$ cat config.mk
export PLATFORM = sky130hd
export DESIGN_NAME = usb_reg_responder
export DESIGN_NICKNAME = d
export VERILOG_FILES = /design/src/rtl/usb_reg_pkg.sv /design/src/rtl/cdc_sync_bit.sv /design/src/rtl/usb_reg_responder.sv
export SDC_FILE = /design/constraint.sdc
export NUM_CORES = 1
export LEC_CHECK = 0
export CAP_MARGIN = 5
export CORE_MARGIN = 2
export CORE_UTILIZATION = 49
export CTS_BUF_LIST = sky130_fd_sc_hd__clkbuf_4 sky130_fd_sc_hd__clkbuf_8
export DETAILED_ROUTE_END_ITERATION = 8
export PLACE_DENSITY = 0.84
export SYNTH_ARGS = -nofsm -noshare
export SYNTH_HDL_FRONTEND = slang
export SYNTH_SLANG_ARGS = --single-unit
$ cat constraint.sdc
create_clock -name clk_usb -period 2 [get_ports clk_usb]
set_input_delay 0.5 -clock clk_usb [delete_from_list [all_inputs] [get_ports clk_usb]]
set_output_delay 0.5 -clock clk_usb [all_outputs]
set_load 0.05 [all_outputs]
$ cat src/rtl/usb_reg_pkg.sv
// Shared definitions for the USB register responder: FSM state encoding and
// default parameter values used by usb_reg_responder.
package usb_reg_pkg;

   localparam int DEF_ADDR_WIDTH     = 8;
   localparam int DEF_BYTECNT_SIZE   = 16;
   localparam int DEF_TIMEOUT_CYCLES = 1023;

   typedef enum logic [2:0] {
      ST_IDLE,
      ST_OPEN,
      ST_WR,
      ST_RD_REQ,
      ST_RD_DRIVE
   } usb_reg_state_e;

endpackage

$ cat src/rtl/cdc_sync_bit.sv
// Two-flop synchronizer for a single asynchronous control bit; both flops reset
// to RESET_VAL so the synchronized output starts at the line's idle level.
module cdc_sync_bit #(
   parameter logic RESET_VAL = 1'b1
) (
   input  logic clk_usb,
   input  logic reset_n,
   input  logic d,
   output logic q
);

   logic meta;

   // NOTE: clocked state always uses non-blocking assignments so every flop
   // samples pre-edge values; blocking here would collapse the two stages.
   always_ff @(posedge clk_usb or negedge reset_n) begin
      if (!reset_n) begin
         meta <= RESET_VAL;
         q    <= RESET_VAL;
      end else begin
         meta <= d;
         q    <= meta;
      end
   end

endmodule

$ cat src/rtl/usb_reg_responder.sv
// Bridges an asynchronous host strobe bus (cen/rdn/wrn) onto a synchronous
// register interface. Optional idle watchdog: define USB_REG_TIMEOUT_EN.
module usb_reg_responder
   import usb_reg_pkg::*;
#(
   parameter int pADDR_WIDTH     = DEF_ADDR_WIDTH,
   parameter int pBYTECNT_SIZE   = DEF_BYTECNT_SIZE,
   parameter int pTIMEOUT_CYCLES = DEF_TIMEOUT_CYCLES
) (
   input  logic                     clk_usb,
   input  logic                     reset_n,
   input  logic [pADDR_WIDTH-1:0]   usb_addr,
   input  logic [7:0]               usb_din,
   output logic [7:0]               usb_dout,
   output logic                     usb_data_oe,
   input  logic                     usb_rdn,
   input  logic                     usb_wrn,
   input  logic                     usb_cen,
   output logic [pADDR_WIDTH-1:0]   reg_address,
   output logic [pBYTECNT_SIZE-1:0] reg_bytecnt,
   output logic [7:0]               reg_datao,
   input  logic [7:0]               reg_datai,
   output logic                     reg_write,
   output logic                     reg_read,
   output logic                     reg_addrvalid,
   output logic                     timeout_err
);

   usb_reg_state_e state;

   logic cen_s, wrn_s, rdn_s;
   logic cen_d, wrn_d, rdn_d;
   logic wr_rise, rd_fall, cen_fall;
   logic addr_diff, strobe_evt, tmo_hit;

   cdc_sync_bit #(.RESET_VAL(1'b1)) u_sync_cen (
      .clk_usb (clk_usb),
      .reset_n (reset_n),
      .d       (usb_cen),
      .q       (cen_s)
   );

   cdc_sync_bit #(.RESET_VAL(1'b1)) u_sync_wrn (
      .clk_usb (clk_usb),
      .reset_n (reset_n),
      .d       (usb_wrn),
      .q       (wrn_s)
   );

   cdc_sync_bit #(.RESET_VAL(1'b1)) u_sync_rdn (
      .clk_usb (clk_usb),
      .reset_n (reset_n),
      .d       (usb_rdn),
      .q       (rdn_s)
   );

   always_ff @(posedge clk_usb or negedge reset_n) begin
      if (!reset_n) begin
         cen_d <= 1'b1;
         wrn_d <= 1'b1;
         rdn_d <= 1'b1;
      end else begin
         cen_d <= cen_s;
         wrn_d <= wrn_s;
         rdn_d <= rdn_s;
      end
   end

   // Each edge only counts while the other strobe is idle, so rdn and wrn
   // low together never issue anything and the FSM simply holds.
   assign wr_rise    = wrn_s & ~wrn_d & rdn_s;
   assign rd_fall    = ~rdn_s & rdn_d & wrn_s;
   assign cen_fall   = ~cen_s & cen_d;
   assign strobe_evt = wr_rise | rd_fall;
   assign addr_diff  = (usb_addr != reg_address);

`ifdef USB_REG_TIMEOUT_EN
   localparam int CNT_W = $clog2(pTIMEOUT_CYCLES + 1);

   logic [CNT_W-1:0] idle_cnt;
   logic             tmo_flag;

   assign tmo_hit     = (state == ST_OPEN) && !cen_s && !strobe_evt && wrn_s && rdn_s &&
                        (idle_cnt == CNT_W'(pTIMEOUT_CYCLES - 1));
   assign timeout_err = tmo_flag;

   always_ff @(posedge clk_usb or negedge reset_n) begin
      if (!reset_n) begin
         idle_cnt <= '0;
         tmo_flag <= 1'b0;
      end else begin
         if (state != ST_OPEN || cen_s || strobe_evt || !wrn_s || !rdn_s || tmo_hit)
            idle_cnt <= '0;
         else
            idle_cnt <= idle_cnt + CNT_W'(1);

         if (cen_fall)
            tmo_flag <= 1'b0;
         else if (tmo_hit)
            tmo_flag <= 1'b1;
      end
   end
`else
   assign tmo_hit     = 1'b0;
   assign timeout_err = 1'b0;
`endif

   always_ff @(posedge clk_usb or negedge reset_n) begin
      if (!reset_n) begin
         state         <= ST_IDLE;
         usb_dout      <= '0;
         usb_data_oe   <= 1'b0;
         reg_address   <= '0;
         reg_bytecnt   <= '0;
         reg_datao     <= '0;
         reg_write     <= 1'b0;
         reg_read      <= 1'b0;
         reg_addrvalid <= 1'b0;
      end else begin
         reg_write <= 1'b0;
         reg_read  <= 1'b0;

         if (cen_s || tmo_hit) begin
            state         <= ST_IDLE;
            usb_data_oe   <= 1'b0;
            reg_bytecnt   <= '0;
            reg_addrvalid <= 1'b0;
         end else begin
            case (state)
               // After a watchdog trip, a fresh cen falling edge is needed to reopen.
               ST_IDLE: begin
                  if (!timeout_err || cen_fall) begin
                     state         <= ST_OPEN;
                     reg_address   <= usb_addr;
                     reg_bytecnt   <= '0;
                     reg_addrvalid <= 1'b1;
                  end
               end

               ST_OPEN: begin
                  if (strobe_evt && addr_diff) begin
                     reg_address <= usb_addr;
                     reg_bytecnt <= '0;
                  end
                  if (wr_rise) begin
                     reg_datao <= usb_din;
                     reg_write <= 1'b1;
                     state     <= ST_WR;
                  end else if (rd_fall) begin
                     reg_read <= 1'b1;
                     state    <= ST_RD_REQ;
                  end
               end

               ST_WR: begin
                  reg_bytecnt <= reg_bytecnt + pBYTECNT_SIZE'(1);
                  state       <= ST_OPEN;
               end

               // A host pulse short enough to end before data is driven skips RD_DRIVE.
               ST_RD_REQ: begin
                  usb_dout <= reg_datai;
                  if (rdn_s) begin
                     reg_bytecnt <= reg_bytecnt + pBYTECNT_SIZE'(1);
                     state       <= ST_OPEN;
                  end else begin
                     usb_data_oe <= 1'b1;
                     state       <= ST_RD_DRIVE;
                  end
               end

               ST_RD_DRIVE: begin
                  if (rdn_s) begin
                     usb_data_oe <= 1'b0;
                     reg_bytecnt <= reg_bytecnt + pBYTECNT_SIZE'(1);
                     state       <= ST_OPEN;
                  end
               end

               default: state <= ST_IDLE;
            endcase
         end
      end
   end

endmodule

==> results_dict.tcl <==
set metrics [dict create \
    status "completed" \
    ir_worst_vdd_mv 0.664 \
    setup_viol 0 \
    internal_power_mw 1.95 \
    fin_ws_ps 72.0 \
    netSwitchingFraction_pct 34.5 \
    syn_area_per_cell_um2 11.9 \
    yosys.area_share.adder_pct 0.499 \
    slew_headroom_pct 65.3 \
    ys_warn_count 0 \
    cts_tree "done" \
    fin_worst_skew_ps 16.6 \
    fill_cells 381 \
    ys_ff_latch 55 \
    syn_area_mm2 0.00251 \
    yosysSeqAreaShare_pct 55.2 \
    grt_pass1_wl_um 9000 \
    synth_edf_count 0 \
    synthFlopType "dfrtp_1" \
    synth-simple-area-share_pct 14.7 \
    syn_to_final_growth_pct 37.9 \
    regArea_mm2 0.00139 \
    nets 323 \
    max-cap-violations 0 \
    remaining_drc_errors 0 \
    whs_ps 33.1 \
    crit_chain "nor2b_1 > o211a_1 > nor4_2 > or2_2 > a211o_1" \
    numPlacedInstances 356 \
    start_util_pct 50.1 \
    synth_compound_area_share_pct 12.5 \
    yosys-top-cells-area "dfrtp_1 47%, mux2_2 11%, dfstp_2 8.4%, xnor2_1 2.8%, a211o_1 2.1%" \
    design_area_mm2 0.00346 \
    synth_top_area_cell "dfrtp_1" \
    worst_setup_path_start_kind "flip-flop" \
    pre_cts_slack_ps -294 \
    max_slew.worst_pin.slew_ps 520 \
    dieArea_mm2 0.00571 \
    final_antenna_net_count 0 \
    multi_input_area_mm2 0.00107 \
    power.total_mw 2.98 \
    cts_sinks 55 \
    dp_hpwl_um 3860 \
    cts_buffer_depth 2 \
    async_flop_share_pct 100 \
    finalSetupTns_ps 0 \
    muxShareOfSynthArea_pct 11.2 \
    drt_iter0_markers 225 \
    die_h_um 75.6 \
    worstSetupPathType "reg2reg" \
    arrival_ps 2130 \
    routed_wl_um 5450 \
    gp_congestion 0.800 \
    rows 26 \
    critPathRequiredTime_ps 2200 \
    timing.final.max_slew_violations 0 \
    hold_path_class "in2async" \
    antenna_cells 0 \
    cp_slowest_cell "dfstp_2" \
    fin_crit_ps 1930 \
    p_clk_share_pct 26.4 \
    clock_latency_ps 320 \
    p_leak_nw 1.75 \
    drive_gt1_share_pct 33.0 \
    synthTopCellsByCount "47 x dfrtp_1, 24 x mux2_2, 10 x nand2_1, 10 x nand3_1" \
    postCtsSetupRepairBufs 0 \
    final_util_pct 69.1 \
    grt-ovfl-total 0 \
    p_seq_share_pct 44.0 \
    coreArea_mm2 0.00501 \
    htreeDepth 2 \
    grtUsageTotal_pct 20.8 \
    final_hold_viol_count 0 \
    die_x_um 75.6 \
    antenna_found_initial 0 \
    io_buffers 72 \
    power.density_mw_per_mm2 861 \
    place_area_mm2 0.00330 \
    first_global_vias 1921 \
    power_frac_comb_pct 29.6 \
    ios 74 \
    dr.pass1.iters 4 \
    wl_per_cell_um 15.0 \
    synth_xor_area_share_pct 2.79 \
    viasPerCell 5.53 \
    clk_pin_slew_ps 110 \
    synth_top_family_by_area "simple AND/OR/NAND/NOR gates" \
    vias 2012 \
    synth.net_count 241 \
    synthesis.instances 211 \
    tritoncts.num_buffers 5 \
    final.period_utilization_pct 96.4 \
    synth_top_cell_area_share_pct 46.9 \
    synth_most_common_cell "dfrtp_1" \
    ys_types 41 \
    cts_root_buf "clkbuf_8" \
    crit_path_max_incr_delay_ps 590 \
    endpoint_kind "flip-flop" \
    fin_cells 364 \
    grt_max_degree 28 \
    fmax_ghz 0.519 \
    p_switching_mw 1.03 \
    critical_path_peak_fanout 11 \
]
[cells by family after synthesis]
logic type | count (synthesis)
xor+xnor | 8
fa+ha+maj | 1
other cells | 1
compound gates | 42
buf+inv | 14
flops | 55
simple gates | 65
mux | 25
[final timing paths]
path	from	to	slack, ps	cells past startpoint
min reg2reg	u_sync_cen.meta	u_sync_cen.q	360	0
min	reset_n	usb_dout[2]	30	1
max	u_sync_wrn.q	reg_bytecnt[12]	70	5
max in group asynchronous	reset_n	state[2]	1420	2
max reg2reg	u_sync_wrn.q	reg_bytecnt[12]	70	5
min in group clk_usb	u_sync_cen.meta	u_sync_cen.q	360	0
[cells in the final DEF (no fill, tap or decap), types with 2 or more instances in the layout]
master,instances
nand2b_1,3
dfstp_2,8
nor3_1,6
mux2_2,24
o311ai_1,2
nand4_1,5
a21o_1,6
o21ai_0,8
clkbuf_8,5
xnor2_1,8
clkdlybuf4s50_1,27
dlymetal6s2s_1,12
a21oi_1,4
and3_1,8
nand3_1,10
o41ai_1,4
nand2_1,10
nor3_2,2
nor2_1,5
and4_1,3
a211o_1,6
dfrtp_1,43
buf_4,43
nor4_1,6
o211ai_1,4
a31oi_1,2
inv_1,3
dfrtp_2,4
dlygate4sd2_1,2
[critical path: cells and delay by family (launching register included)]
kind	cells	cell delay, ps
AO/OA/AOI/OAI	2	510
flip-flops	1	590
AND/OR/NAND/NOR	3	710
[power by group through the flow]
| stage | Combinational, mW | Clock (mW) | Sequential (mW) |
|---|---|---|---|
| finish | 0.883 | 0.787 | 1.31 |
| global route | 0.929 | 0.854 | 1.33 |
| CTS | 0.895 | 0.796 | 1.31 |
| detailed placement | 0.898 | 0 | 1.33 |
| global placement | 0.886 | 0 | 1.33 |
| floorplan | 0.187 | 0 | 1.70 |
[state kept, by name (all words and copies together) (netlist names), 3 cells and up]
signal / flops
reg_bytecnt: 16
reg_datao: 8
reg_address: 8
usb_dout: 8
state: 3
[final cells by class]
class                   count  share of cell area (%)
flip-flops and latches     55                    40.2
multi-input cells         142                    30.8
repair buffers             86                    22.7
well taps                  70                    2.53
clock buffers               5                    1.99
clock inverters             3                    1.45
inverters                   3                   0.325
[what timing repair did]
item / 4_1_cts / 5_1_grt
gates resized for setup: 2 / 16
gates cloned: 0 / 0
setup endpoints to repair: 2 / 38
hold buffers: 0 / 0
[metal layers]
layer,track usage (%),vias to the layer above,part of all wire [%],wire length [um]
met2,33.5,72,51,2760
li1,-,957,-,-
met4,5.46,0,1.2,64
met3,5.56,5,6.0,328
met1,28.1,978,42,2290
met5,0,-,0,0
(Power assumes the default switching activity.)
